[src/rtl/byte4to3_pkg.sv]
// rtl/byte4to3_pkg.sv - shared state encoding and byte layout for the 32-to-24 unpacker
package pix_pkg;
   typedef enum logic [1:0] {
      S0 = 2'd0,
      S1 = 2'd1,
      S2 = 2'd2,
      S3 = 2'd3
   } state_t;

   localparam int G_OFS          = 0;
   localparam int B_OFS          = 1;
   localparam int R_OFS          = 2;
   localparam int BYTES_PER_PIX  = 3;
   localparam int BYTES_PER_WORD = 4;
endpackage

[src/rtl/byte4to3_if.sv]
// rtl/byte4to3_if.sv - word-in / pixel-out valid-ready bundle for byte4to3
interface byte4to3_if;
   logic        in_valid;
   logic        in_ready;
   logic [31:0] in_data;
   logic        out_valid;
   logic        out_ready;
   logic [23:0] out_rgb;
   logic        out_eol;

   modport slave (
      input  in_valid, in_data, out_ready,
      output in_ready, out_valid, out_rgb, out_eol
   );

   modport master (
      output in_valid, in_data, out_ready,
      input  in_ready, out_valid, out_rgb, out_eol
   );
endinterface

[src/rtl/byte4to3_outreg.sv]
// rtl/byte4to3_outreg.sv - single-entry valid/ready output register
module byte4to3_outreg #(
   parameter int W = 25
) (
   input  logic         clk,
   input  logic         rst_n,
   input  logic         load,
   input  logic [W-1:0] data,
   input  logic         ready,
   output logic         valid,
   output logic [W-1:0] q,
   output logic         slot_free
);

   assign slot_free = !valid || ready;

   // Payload is frozen under backpressure; a load wins over a drain so consume+produce has no bubble.
   always_ff @(posedge clk or negedge rst_n) begin
      if (!rst_n) begin
         valid <= 1'b0;
         q     <= '0;
      end else if (load) begin
         valid <= 1'b1;
         q     <= data;
      end else if (ready) begin
         valid <= 1'b0;
      end
   end

endmodule

[src/rtl/byte4to3.sv]
// rtl/byte4to3.sv - 32-bit word to 24-bit pixel unpacker with line realignment; optional BYTE4TO3_PAD_CHECK_EN
module byte4to3
   import pix_pkg::*;
#(
   parameter int LINE_PIXELS = 1920,
   parameter int CNT_W       = 16
) (
   input  logic clk,
   input  logic rst_n,
   byte4to3_if.slave bus
`ifdef BYTE4TO3_PAD_CHECK_EN
   ,
   output logic pad_err
`endif
);

   state_t           state, state_nxt;
   logic [CNT_W-1:0] pix_cnt, cnt_nxt;
   logic [7:0]       h     [BYTES_PER_PIX];
   logic [7:0]       h_nxt [BYTES_PER_PIX];
   logic [7:0]       b     [BYTES_PER_WORD];
   logic [7:0]       px    [BYTES_PER_PIX];
   logic             slot_free;
   logic             accept;
   logic             produce;
   logic             line_end;
   logic [24:0]      pix_word;
   logic [24:0]      out_q;

   for (genvar k = 0; k < BYTES_PER_WORD; k++) begin : g_bytes
      assign b[k] = bus.in_data[8*k +: 8];
   end

   assign bus.in_ready = slot_free && (state != S3);
   assign accept       = bus.in_valid && bus.in_ready;
   assign pix_word     = {line_end, px[R_OFS], px[B_OFS], px[G_OFS]};

   // Byte steering: pick G,B,R from residue then word, keep the leftover bytes for the next pixel.
   always_comb begin
      state_nxt = state;
      h_nxt     = h;
      px        = '{default: 8'h00};
      produce   = 1'b0;
      unique case (state)
         S0: if (accept) begin
            produce    = 1'b1;
            px[G_OFS]  = b[0];
            px[B_OFS]  = b[1];
            px[R_OFS]  = b[2];
            h_nxt[0]   = b[3];
            state_nxt  = S1;
         end
         S1: if (accept) begin
            produce    = 1'b1;
            px[G_OFS]  = h[0];
            px[B_OFS]  = b[0];
            px[R_OFS]  = b[1];
            h_nxt[0]   = b[2];
            h_nxt[1]   = b[3];
            state_nxt  = S2;
         end
         S2: if (accept) begin
            produce    = 1'b1;
            px[G_OFS]  = h[0];
            px[B_OFS]  = h[1];
            px[R_OFS]  = b[0];
            h_nxt[0]   = b[1];
            h_nxt[1]   = b[2];
            h_nxt[2]   = b[3];
            state_nxt  = S3;
         end
         S3: if (slot_free) begin
            produce    = 1'b1;
            px[G_OFS]  = h[0];
            px[B_OFS]  = h[1];
            px[R_OFS]  = h[2];
            state_nxt  = S0;
         end
      endcase
      line_end = produce && (pix_cnt == CNT_W'(LINE_PIXELS - 1));
      // Last pixel of a line drops all residue so the next line starts word-aligned.
      if (line_end) state_nxt = S0;
      if (line_end)     cnt_nxt = '0;
      else if (produce) cnt_nxt = pix_cnt + CNT_W'(1);
      else              cnt_nxt = pix_cnt;
   end

   // Steering state, pixel position within the line and residual bytes.
   always_ff @(posedge clk or negedge rst_n) begin
      if (!rst_n) begin
         state   <= S0;
         pix_cnt <= '0;
         h[0]    <= 8'h00;
         h[1]    <= 8'h00;
         h[2]    <= 8'h00;
      end else begin
         state   <= state_nxt;
         pix_cnt <= cnt_nxt;
         h       <= h_nxt;
      end
   end

   byte4to3_outreg #(.W(25)) u_outreg (
      .clk       (clk),
      .rst_n     (rst_n),
      .load      (produce),
      .data      (pix_word),
      .ready     (bus.out_ready),
      .valid     (bus.out_valid),
      .q         (out_q),
      .slot_free (slot_free)
   );

   assign bus.out_rgb = out_q[23:0];
   assign bus.out_eol = out_q[24];

`ifdef BYTE4TO3_PAD_CHECK_EN
   logic disc_nz;

   // Bytes thrown away at line end are the ones this production would otherwise have kept.
   always_comb begin
      disc_nz = 1'b0;
      unique case (state)
         S0: disc_nz = |b[3];
         S1: disc_nz = |{b[2], b[3]};
         S2: disc_nz = |{b[1], b[2], b[3]};
         S3: disc_nz = 1'b0;
      endcase
   end

   // Sticky flag: any nonzero padding byte seen at a line end.
   always_ff @(posedge clk or negedge rst_n) begin
      if (!rst_n) pad_err <= 1'b0;
      else if (line_end && disc_nz) pad_err <= 1'b1;
   end
`endif

endmodule

[src/flat_wrapper.sv]
// flat-port wrapper written by rule: the top's interface ports become plain ports
module byte4to3_flat import pix_pkg::*;
#(
   parameter int LINE_PIXELS = 1920,
   parameter int CNT_W       = 16
)
  (clk, rst_n, bus_in_valid, bus_in_data, bus_out_ready, bus_in_ready, bus_out_valid, bus_out_rgb, bus_out_eol);
  byte4to3_if bus_i ();
  input  logic clk;
  input  logic rst_n;
  input wire logic [$bits(bus_i.in_valid)-1:0] bus_in_valid;
  input wire logic [$bits(bus_i.in_data)-1:0] bus_in_data;
  input wire logic [$bits(bus_i.out_ready)-1:0] bus_out_ready;
  output wire logic [$bits(bus_i.in_ready)-1:0] bus_in_ready;
  output wire logic [$bits(bus_i.out_valid)-1:0] bus_out_valid;
  output wire logic [$bits(bus_i.out_rgb)-1:0] bus_out_rgb;
  output wire logic [$bits(bus_i.out_eol)-1:0] bus_out_eol;
  assign bus_i.in_valid = bus_in_valid;
  assign bus_i.in_data = bus_in_data;
  assign bus_i.out_ready = bus_out_ready;
  assign bus_in_ready = bus_i.in_ready;
  assign bus_out_valid = bus_i.out_valid;
  assign bus_out_rgb = bus_i.out_rgb;
  assign bus_out_eol = bus_i.out_eol;
  byte4to3 #(.LINE_PIXELS(LINE_PIXELS), .CNT_W(CNT_W)) u_core (.clk(clk), .rst_n(rst_n), .bus(bus_i));
endmodule
[config.mk]
export PLATFORM = sky130hd
export DESIGN_NAME = byte4to3_flat
export DESIGN_NICKNAME = d
export VERILOG_FILES = /design/src/rtl/byte4to3_pkg.sv /design/src/rtl/byte4to3_if.sv /design/src/rtl/byte4to3_outreg.sv /design/src/rtl/byte4to3.sv /design/src/flat_wrapper.sv
export SDC_FILE = /design/constraint.sdc
export NUM_CORES = 1
export LEC_CHECK = 0
export CAP_MARGIN = 25
export CORE_ASPECT_RATIO = 1.1
export CORE_MARGIN = 10
export CORE_UTILIZATION = 40
export CTS_BUF_LIST = sky130_fd_sc_hd__clkbuf_8
export DETAILED_ROUTE_END_ITERATION = 10
export MAX_ROUTING_LAYER = met4
export PLACE_DENSITY_LB_ADDON = 0.1
export SYNTH_ARGS = -nofsm -noshare
export SYNTH_HDL_FRONTEND = slang
export SYNTH_SLANG_ARGS = --single-unit
[constraint.sdc]
create_clock -name clk -period 2.4 [get_ports clk]
set_input_delay 0.72 -clock clk [delete_from_list [all_inputs] [get_ports clk]]
set_output_delay 0.72 -clock clk [all_outputs]
set_load 0.05 [all_outputs]
==> metrics.cfg <==
[run_status]
status=finished, final reports clean

[detailed_routing]
dr.pass1.iters=7
drc=0
drt_iter0_markers=234
via_count=3357
wl_per_cell_um=19.8
drt_wl_total_um=11400
routed_via_density=5.86
drt.antenna.violating_nets=0

[pwr]
leakagePower_nw=1.95
max-vdd-ir-drop_v=0.000474
power_mw=6.26
powerDensity_nw_per_um2=1340

[sta]
fmax_mhz=436
rsz0062_at_grt=no
fin_crit_ns=2.30
final.setup_skew_ns=0.0122
whs_ns=0.372
setup_ws_ns=0.104
fin_crit_sh_pct=95.6
finalSetupTns_ns=0
worstMarginPinSlew_ns=0.602
slew-limit-headroom_pct=59.6
setup_viol=0
finalHoldViolCount=0
slew_viol_final=0

[global_route]
gr-total-overflow=0
grtUsageTotal_pct=18.1
grt_max_degree=69
antenna_found_initial=0
grt_pass1_wl_um=18500
grt_pass1_vias=3435

[placed_design]
place_inst=558
gp_congestion=0.840
dp_slack_ns=-0.265
place_hpwl_um=8160
portBuffers=62

[worst_setup_path]
critPathKind=input port to output port
path_cells=clkdlybuf4s50_1 > nor2b_2 > nor2_1 > buf_4
cp-start-kind=input port
ff2ff_setup_slack_ns=0.29
critical_path.max_stage_delay_ns=0.43
crit_slowest_cell=clkdlybuf4s50_1
cp-end-kind=output port
crit_required_ns=1.68
cp.arrival_ns=1.58
cp_max_fo=3

[synthesis]
ys_seq_elements=68
yosys_most_used_dff=dfrtp_1
synth_area_sq_um=3560
netlist_top_cells_count=dfrtp_1 (68), nand2_1 (61), o21ai_0 (30), a21oi_1 (27), clkbuf_1 (20)
synth-warning-count=0
synth.largest_area_cell=dfrtp_1
ys_seq_area_share_pct=47.8
syn_nets=420
synthArstFlopShare_pct=100
syn_area_per_cell_sq_um=9.43
synth_cell_type_count=45
synth_top_cell_area_share_pct=47.8
synth_most_common_cell=dfrtp_1
synth_edf_count=0
synthCells=378
netlist_top_cells_area=dfrtp_1 (48%), nand2_1 (6.4%), o21ai_0 (4.2%)

[clocking]
clk_latency_ns=0.34
cts_resized=0
cts_hold_buf=0
cts_sinks=68
cts-root-buf=clkbuf_8
tritoncts=built
cts.path.max_buffers=2
cts_max_level=3
clkSlewWorstSetupHoldPaths_ns=0.07
post-cts-setup-buffers=0
numCtsBuffers=9

[die]
initial_core_util_pct=40.6
io_pins=63
row_count=36
design.die.area_sq_um=13100
dieWidth_um=110
die-height_um=119
coreArea_sq_um=8780

[final_layout]
n_antenna_cell=0
area_growth_pct=31.6
nets=498
drive_above_1_share_pct=14.2
stdcell_count=573

[worst_hold_path]
hold_class=input port to asynchronous set/reset pin

[run]
drv_cap=0

[cell type report]
class / instances / area (sq um)
Timing Repair Buffer: 95 / 908
Sequential cell: 68 / 1700
Clock inverter: 2 / 11.3
Multi-Input combinational cell: 276 / 1740
Clock buffer: 12 / 165
Inverter: 6 / 22.5
Fill cell: 846 / 4090
Tap cell: 114 / 143
[cell families after synthesis]
family          count (synthesis)  synth area share, %
compound gates                140                 26.3
mux                             8                 2.53
fa+ha+maj                       6                 2.11
xor+xnor                       11                 2.70
flops                          68                 47.8
buf+inv                        34                 3.90
simple gates                  111                 14.7
[routing by layer]
metal	routed length, um	vias up	global-route usage (%)	share of wire [%]
li1	-	1566	-	-
met1	4890	1645	23.3	43
met3	817	17	4.05	7.2
met4	208	0	5.70	1.8
met2	5450	129	27.6	48
met5	0	-	-	0
[cell usage in the layout, fill, tap and decap left out, types with 9 or more instances in the layout]
cell,n
buf_4,29
a31oi_1,16
nor2_1,9
a21oi_1,27
a22oi_1,16
nor2b_1,9
o221ai_1,16
clkdlybuf4s50_1,60
nand2_1,61
clkbuf_8,12
dfrtp_1,68
o21ai_0,30
[registers in the layout, indices dropped and copies added, names as in the netlist]
name and cells:
u_core.h 24, u_core.u_outreg.valid 1, u_core.pix_cnt 16, u_core.state 2, u_core.u_outreg.q 25
[worst paths after layout]
path,start,to,cells past startpoint
hold / removal,rst_n,u_core.u_outreg.q[22]$_DFFE_PN0P_,2
setup / recovery,bus_out_ready,bus_in_ready,4
max in group asynchronous,rst_n,u_core.u_outreg.q[19]$_DFFE_PN0P_,2
min in group clk,u_core.pix_cnt[15]$_DFFE_PN0P_,u_core.pix_cnt[15]$_DFFE_PN0P_,1
setup reg to reg,u_core.state[0]$_DFFE_PN0P_,u_core.pix_cnt[9]$_DFFE_PN0P_,6
hold reg to reg,u_core.pix_cnt[15]$_DFFE_PN0P_,u_core.pix_cnt[15]$_DFFE_PN0P_,1
[per-stage QoR]
| stage | util (%) | area (sq um) |
|---|---|---|
| after floorplan | - | 3560 |
| after CTS | 53.3 | 4680 |
| final | 53.4 | 4690 |
| after global routing | 53.4 | 4690 |
| after global placement | 51.3 | 4510 |
| after detailed placement | 51.3 | 4510 |
[power breakdown]
group	switching, mW	internal, mW	leakage (nW)	total [mW]
Clock	0.426	0.446	0.0918	0.872
Combinational	2.13	1.38	1.03	3.50
Sequential	0.289	1.60	0.826	1.89
Total	2.84	3.42	1.95	6.26
[critical path, delay by kind of cell]
| family | cells | cell delay, ns |
|---|---|---|
| buf+inv | 2 | 0.63 |
| simple gates | 2 | 0.23 |
Power figures use the tool's default switching activity.
